==> config.mk <==
export PLATFORM = sky130hd
export DESIGN_NAME = std_sync_get_flat
export DESIGN_NICKNAME = d
export VERILOG_FILES = /design/src/rtl/std_sync_get_if.sv /design/src/rtl/std_sync_get.sv /design/src/flat_wrapper.sv
export SDC_FILE = /design/constraint.sdc
export NUM_CORES = 1
export LEC_CHECK = 0
export CAP_MARGIN = 30
export CORE_MARGIN = 2
export CORE_UTILIZATION = 39
export DETAILED_ROUTE_END_ITERATION = 8
export GPL_ROUTABILITY_DRIVEN = 0
export HOLD_SLACK_MARGIN = 0.12
export PLACE_DENSITY = 0.75
export SYNTH_ARGS = -nofsm -noshare
export SYNTH_HDL_FRONTEND = slang
export SYNTH_SLANG_ARGS = --single-unit
export TNS_END_PERCENT = 30
==> constraint.sdc <==
create_clock -name clk -period 1.5 [get_ports clk]
set_clock_uncertainty 0.05 [all_clocks]
set_input_delay 0.3 -clock clk [delete_from_list [all_inputs] [get_ports clk]]
set_output_delay 0.3 -clock clk [all_outputs]
set_load 0.005 [all_outputs]
==> src/rtl/std_sync_get_if.sv <==
// Handshake bundle between a get sequencer, its parent group and the attached
// blocking register: go/done/timeout toward the parent, read_en/blocked/out toward the register.
interface std_sync_get_if #(
    parameter int WIDTH     = 32,
    parameter int CNT_WIDTH = 16
);
    logic                 go;
    logic [WIDTH-1:0]     sync_out;
    logic                 sync_blocked;
    logic                 read_en;
    logic [WIDTH-1:0]     out;
    logic                 done;
    logic                 timeout;
    logic [CNT_WIDTH-1:0] retries;

    // master: the parent group together with the register it reads from
    modport master (
        output go, sync_out, sync_blocked,
        input  read_en, out, done, timeout, retries
    );

    // slave: the get sequencer itself
    modport slave (
        input  go, sync_out, sync_blocked,
        output read_en, out, done, timeout, retries
    );
endinterface

==> src/rtl/std_sync_get.sv <==
// Reader-side sequencer for a blocking M-structure register: one read attempt
// at a time, back off and retry while blocked, finish with done or timeout.
module std_sync_get #(
    parameter int WIDTH       = 32,
    parameter int BACKOFF     = 2,
    parameter int MAX_RETRIES = 0,
    parameter int CNT_WIDTH   = 16
) (
    input  logic           clk,
    input  logic           reset,
    std_sync_get_if.slave  bus
);
    localparam int BW = (BACKOFF > 1) ? $clog2(BACKOFF) : 1;
    localparam logic [BW-1:0]        BLOAD = (BACKOFF > 0) ? BW'(BACKOFF - 1) : '0;
    localparam logic [CNT_WIDTH-1:0] MAX_R = CNT_WIDTH'(MAX_RETRIES);

    typedef enum logic [2:0] {IDLE, REQ, WAIT, BACK, FIN} state_t;

    state_t               state, state_n;
    logic [WIDTH-1:0]     out_q, out_n;
    logic                 done_q, done_n;
    logic                 timeout_q, timeout_n;
    logic [CNT_WIDTH-1:0] retries_q, retries_n, retries_inc;
    logic [BW-1:0]        bcnt, bcnt_n;

    function automatic logic [CNT_WIDTH-1:0] sat_inc(input logic [CNT_WIDTH-1:0] v);
        return (&v) ? v : v + CNT_WIDTH'(1);
    endfunction

    always_ff @(posedge clk) begin
        if (!reset) begin
            state     <= IDLE;
            out_q     <= '0;
            done_q    <= 1'b0;
            timeout_q <= 1'b0;
            retries_q <= '0;
            bcnt      <= '0;
        end else begin
            state     <= state_n;
            out_q     <= out_n;
            done_q    <= done_n;
            timeout_q <= timeout_n;
            retries_q <= retries_n;
            bcnt      <= bcnt_n;
        end
    end

    always_comb begin
        state_n     = state;
        out_n       = out_q;
        done_n      = 1'b0;
        timeout_n   = 1'b0;
        retries_n   = retries_q;
        bcnt_n      = bcnt;
        retries_inc = sat_inc(retries_q);
        unique case (state)
            IDLE: begin
                if (bus.go) begin
                    state_n   = REQ;
                    retries_n = '0;
                end
            end
            REQ:  state_n = WAIT;
            WAIT: begin
                // The register answers in the cycle after the request.
                if (!bus.sync_blocked) begin
                    out_n   = bus.sync_out;
                    done_n  = 1'b1;
                    state_n = FIN;
                end else begin
                    retries_n = retries_inc;
                    if ((MAX_RETRIES != 0) && (retries_inc >= MAX_R)) begin
                        timeout_n = 1'b1;
                        state_n   = FIN;
                    end else if (BACKOFF == 0) begin
                        state_n = REQ;
                    end else begin
                        state_n = BACK;
                        bcnt_n  = BLOAD;
                    end
                end
            end
            BACK: begin
                if (bcnt == '0) state_n = REQ;
                else            bcnt_n  = bcnt - BW'(1);
            end
            // go is ignored here so a parent still holding go cannot double-read.
            FIN:     state_n = IDLE;
            default: state_n = IDLE;
        endcase
    end

    assign bus.read_en = reset && (state == REQ);
    assign bus.out     = out_q;
    assign bus.done    = done_q;
    assign bus.timeout = timeout_q;
    assign bus.retries = retries_q;
endmodule
==> src/flat_wrapper.sv <==
// flat-port wrapper written by rule: the top's interface ports become plain ports
module std_sync_get_flat 
#(
    parameter int WIDTH       = 32,
    parameter int BACKOFF     = 2,
    parameter int MAX_RETRIES = 0,
    parameter int CNT_WIDTH   = 16
)
  (clk, reset, bus_go, bus_sync_out, bus_sync_blocked, bus_read_en, bus_out, bus_done, bus_timeout, bus_retries);
  std_sync_get_if #(.WIDTH(WIDTH), .CNT_WIDTH(CNT_WIDTH)) bus_i ();
  input  logic clk;
  input  logic reset;
  input wire logic [$bits(bus_i.go)-1:0] bus_go;
  input wire logic [$bits(bus_i.sync_out)-1:0] bus_sync_out;
  input wire logic [$bits(bus_i.sync_blocked)-1:0] bus_sync_blocked;
  output wire logic [$bits(bus_i.read_en)-1:0] bus_read_en;
  output wire logic [$bits(bus_i.out)-1:0] bus_out;
  output wire logic [$bits(bus_i.done)-1:0] bus_done;
  output wire logic [$bits(bus_i.timeout)-1:0] bus_timeout;
  output wire logic [$bits(bus_i.retries)-1:0] bus_retries;
  assign bus_i.go = bus_go;
  assign bus_i.sync_out = bus_sync_out;
  assign bus_i.sync_blocked = bus_sync_blocked;
  assign bus_read_en = bus_i.read_en;
  assign bus_out = bus_i.out;
  assign bus_done = bus_i.done;
  assign bus_timeout = bus_i.timeout;
  assign bus_retries = bus_i.retries;
  std_sync_get #(.WIDTH(WIDTH), .BACKOFF(BACKOFF), .MAX_RETRIES(MAX_RETRIES), .CNT_WIDTH(CNT_WIDTH)) u_core (.clk(clk), .reset(reset), .bus(bus_i));
endmodule
# [Word level (Yosys, flattened, before mapping)]
# Cells that the tools add are included.
[word_totals] reg_bits=53 input_bits=36 output_inout_bits=51 wordCells=37
[classes] addsub=2 n_eq_ne=7 mux=12 n_bitwise=1 n_reduce_logical=10
[ops] operator="16-bit two-way mux" count=3
[ops] operator="16-bit one-hot mux with 2 select lines" count=1
[ops] operator="16-bit by 1-bit adder with 16-bit output (second input constant)" count=1
[ops] operator="16-bit AND reduction" count=1
[ops] operator="3-bit one-hot mux with 4 select lines" count=1
[ops] operator="3-bit two-way mux" count=3
[ops] operator="2-bit != test (second input constant)" count=4
[ops] operator="2-bit AND reduction" count=4
[ops] operator="3-bit by 2-bit equality test with 1-bit output (second input constant)" count=2
[ops] operator="4-bit AND reduction" count=1
[ops] operator="2-bit nonzero test" count=2
[ops] operator="3-bit by 1-bit equality test with 1-bit output (second input constant)" count=1
[ops] operator="3-bit zero test" count=1
[ops] operator="1-bit two-way mux" count=3
[ops] operator="1-bit one-hot mux with 2 select lines" count=1
[ops] operator="1-bit logical AND" count=1
[ops] operator="1-bit NOT" count=1
[ops] operator="1-bit subtractor (second input constant)" count=1

# [Longest topological paths before layout]
[logic_depth] depth_word=4 mapped_depth=8 mapped_depth_nobuf=6

# [Least setup slack after synthesis]
# Ideal clock, no wire load.
[synth_path] path_kind="register -> register" startpoint="reg u_core.retries_q[0], in the netlist u_core.bus.retries[0]" endpoint="reg u_core.retries_q[7], in the netlist u_core.bus.retries[7]" setup_ns=0.092 t_arrival_ns=1.504 t_required_ns=1.358 setup_slack_ns=-0.146 path_stages_with_launch=8 path_buffers=1 period_less_slack_ns=1.646 cell_sequence="dfxtp_1 -> ha_1 -> and3_1 -> buf_2 -> nand4_1 -> o21a_2 -> nand2_1 -> o32ai_1"
[synth_between] elab_chain_len=4 elab_cells_between_ends=7 classes_between="1 x add/sub; 1 x eq/ne; 3 x mux; 2 x reduce/logical"
[synth_rtl] element="from (decl)" line_no="std_sync_get.sv:23" rtl="logic [CNT_WIDTH-1:0] retries_q, retries_n, retries_inc;"
[synth_rtl] element="from (signal assigned)" line_no="std_sync_get.sv:43" rtl="retries_q <= retries_n;"
[synth_rtl] element="16-bit by 1-bit adder with 16-bit output" line_no="std_sync_get.sv:27" rtl="return (&v) ? v : v + CNT_WIDTH'(1);"
[synth_rtl] element="16-bit two-way mux" line_no="std_sync_get.sv:27"
[synth_rtl] element="16-bit two-way mux" line_no="std_sync_get.sv:66" rtl="if (!bus.sync_blocked) begin"
[synth_rtl] element="16-bit one-hot mux with 2 select lines" line_no="std_sync_get.sv:56" rtl="unique case (state)"
# Several ways; a longest one is shown, not always the timed one. The select of a mux whose other input is x is not followed.
# A chain may end at the register's enable or synchronous reset.

# [Final worst setup path]
[layout_path] startpoint="reg u_core.retries_q[9], in the netlist u_core.bus.retries[9]" endpoint="reg u_core.retries_q[13], in the netlist u_core.bus.retries[13]"
# The elaborated chain is that of the path after synthesis.

==> metrics.cfg <==
[run_status]
status = finished, violations left
violations = negative setup slack

[clocking]
numCtsBuffers = 5
clock-root-buffer = clkbuf_8
htree_num_levels = 2
clock_sinks = 53
clk_path_buf_depth = 2
cts_tree = built
path_clk_slew_ps = 100
insertion_delay_ps = 310
cts_hold_buf = 0

[route]
wl_per_cell_microns = 14.8
vias = 2343
drc = 0
drt_iter0_markers = 158
top_layer_used = met4
met2_length_mm = 3.45
routed_wl_mm = 6.83
antenna_left = 0
route.met3.wl_microns = 255
viasPerCell = 5.06
wl_met1_mm = 2.96
dr.pass1.iters = 4

[logic_synthesis]
yosysTopAreaCellShare_pct = 47.6
synth_area_leader_cell = dfxtp_1
synthCells = 269
avgSynthCellArea_sq_um = 8.28
yosysWarnings = 0
synth_area_sq_um = 2230
synth_area_leaders = dfxtp_1 (48%), nand2_1 (12%), a21oi_1 (9.7%)
ys_seq_area_share_pct = 47.6
synth_ff_type = dfxtp_1
ys_types = 49
ys_ff_latch = 53
synth_async_sr_flop_share_pct = 0
synth.most_common_cell = nand2_1
synth_edf_count = 0
yosys-top-cells-count = nand2_1 (73), dfxtp_1 (53), a21oi_1 (43)
syn-num-nets = 306

[power_and_ir_drop]
power.density_nw_per_um2 = 723
irDropWorstVdd_v = 0.000574
total_power_mw = 2.70
p_leak_nw = 1.62

[grt]
grt_pass1_vias = 2134
grt_max_degree = 35
grt_pass1_wl_mm = 10.1
antenna_found_initial = 0
overflow = 0
grtUsageTotal_pct = 20.3

[final_layout]
drive_above_1_share_pct = 31.2
syn2layout_area_growth_pct = 67.5
nets = 427
stdcell_count = 463
diodes = 0

[worst_setup_path]
worstSetupPathType = reg2reg
crit_buf_inv = 2
critPathArrivalTime_ps = 1730
critPathTopFamily = compound AO/OA/AOI/OAI gates
worstReg2RegStart = u_core.bus.retries[9]$_SDFFE_PN0P_
critPathMaxFanout = 3
timing.rr.end = u_core.bus.retries[13]$_SDFFE_PN0P_
critPathCaptureType = flip-flop
slowest_stage = dfxtp_2
start_kind = flip-flop
critPathMaxStageDelay_ps = 340
rrSetupSlack_ps = -80
crit_required_ps = 1650
crit_start = u_core.bus.retries[9]$_SDFFE_PN0P_
cp_cell_sequence = buf_4 > nand4_2 > or2_4 > o21ai_4 > buf_6 > o211ai_1 > o41ai_2
r2r_cells = 7

[timing]
period_needed_ps = 1580
maxSlewViolCount = 0
hold-worst-slack_ps = 404
grt_setup_unrepaired = true
layout_setup_ws_ps = -84.6
period_share_pct = 106
tns_ps = -865
finalSetupViolCount = 34
hold_viol = 0
fmax_mhz = 631

[floorplanning]
placementRows = 27
ios = 87
start_util_pct = 40.5
core_sq_um = 5510
die_area_sq_um = 6330
die-width_microns = 79.6
die_h_microns = 79.6

[worst_hold_path]
hp-class = reg2reg
min_to = u_core.bus.out[10]$_SDFFE_PN0P_
whs_path_depth = 2
hold_path.startpoint = u_core.bus.out[10]$_SDFFE_PN0P_

[placed_design]
io_buffer_count = 85
dp_cells = 445
dpl.hpwl_mm = 4.45

[job]
maxCapViolCount = 0

-- registers in the layout (all words and copies together) (netlist names) --
signal / count
u_core.bus.done: 1
u_core.state: 3
u_core.bcnt: 1
u_core.bus.out: 32
u_core.bus.retries: 16
-- worst reg2reg max path, delay by kind of cell (launching register included) --
kind	cells	cell delay (ps)
compound gates	3	430
buf+inv	2	240
flops	1	340
simple gates	2	400
-- layout by cell type, fill, tap and decap left out, types with 2 or more instances in the layout --
cell type,count
buf_12,3
nand4_1,3
clkbuf_8,5
o21ai_0,3
nand2_1,72
nor2_1,11
and3_1,2
clkinvlp_4,2
clkdlybuf4s50_1,34
a211oi_2,2
dlygate4sd2_1,47
a21oi_1,33
o41ai_1,3
nand2b_4,3
dfxtp_1,24
buf_6,5
and3_4,2
xnor2_1,4
clkbuf_16,3
and4_1,2
dfxtp_2,29
a21oi_2,12
dlymetal6s2s_1,3
o211ai_1,4
nand3_1,6
buf_4,35
inv_1,2
-- metal layers --
metal	vias to the layer above	track usage, %
met5	-	0
met1	1105	25.7
met4	0	10.3
li1	1162	-
met2	61	33.3
met3	15	3.39
-- power by group --
group	switching [mW]	internal, mW	total (mW)
logic	0.189	0.235	0.424
registers	0.0146	1.44	1.45
clock network	0.493	0.330	0.823
-- logic make-up after synthesis --
family / synth area share [%]
AND/OR/NAND/NOR: 25.0
AO/OA/AOI/OAI: 19.7
flip-flops: 47.6
buffers and inverters: 4.83
XOR/XNOR: 1.57
adder cells (fa/ha/maj): 0.561
other: 0.168
multiplexers: 0.505
-- worst max path at each step --
stage | end | slack (ps) | depth (start not counted)
after floorplan | u_core.bus.retries[13]$_SDFFE_PN0P_ | -90 | 7
after global placement | bus_read_en | -490 | 4
after detailed placement | bus_read_en | -470 | 4
after CTS | u_core.bus.retries[5]$_SDFFE_PN0P_ | -80 | 7
after global routing | u_core.bus.retries[7]$_SDFFE_PN0P_ | -190 | 6
final | u_core.bus.retries[13]$_SDFFE_PN0P_ | -80 | 7
-- through the flow --
| stage | setup slack [ps] | area [sq um] | utilization [%] |
|---|---|---|---|
| final | -84.6 | 3730 | 67.8 |
| after global routing | -186 | 3730 | 67.8 |
| after CTS | -79.5 | 3590 | 65.2 |
| after detailed placement | -468 | 3400 | 61.7 |
| after global placement | -488 | 3400 | 61.7 |
| after floorplan | -89.1 | 2250 | - |
-- cell type report --
type / count / area (sq um)
inverter: 3 / 11.3
clock inverter: 2 / 15.0
fill: 467 / 1770
tap: 72 / 90.1
timing repair buffer: 131 / 1250
clock buffer: 6 / 72.6
multi-input combinational: 196 / 1200
sequential: 53 / 1100
-- what timing repair did --
item,4_1_cts,5_1_grt
gates resized for setup,95,19
setup endpoints to repair,67,52
cloned,0,3
pin swaps,18,1
buffers inserted,8,0
(Power assumes the default switching activity.)
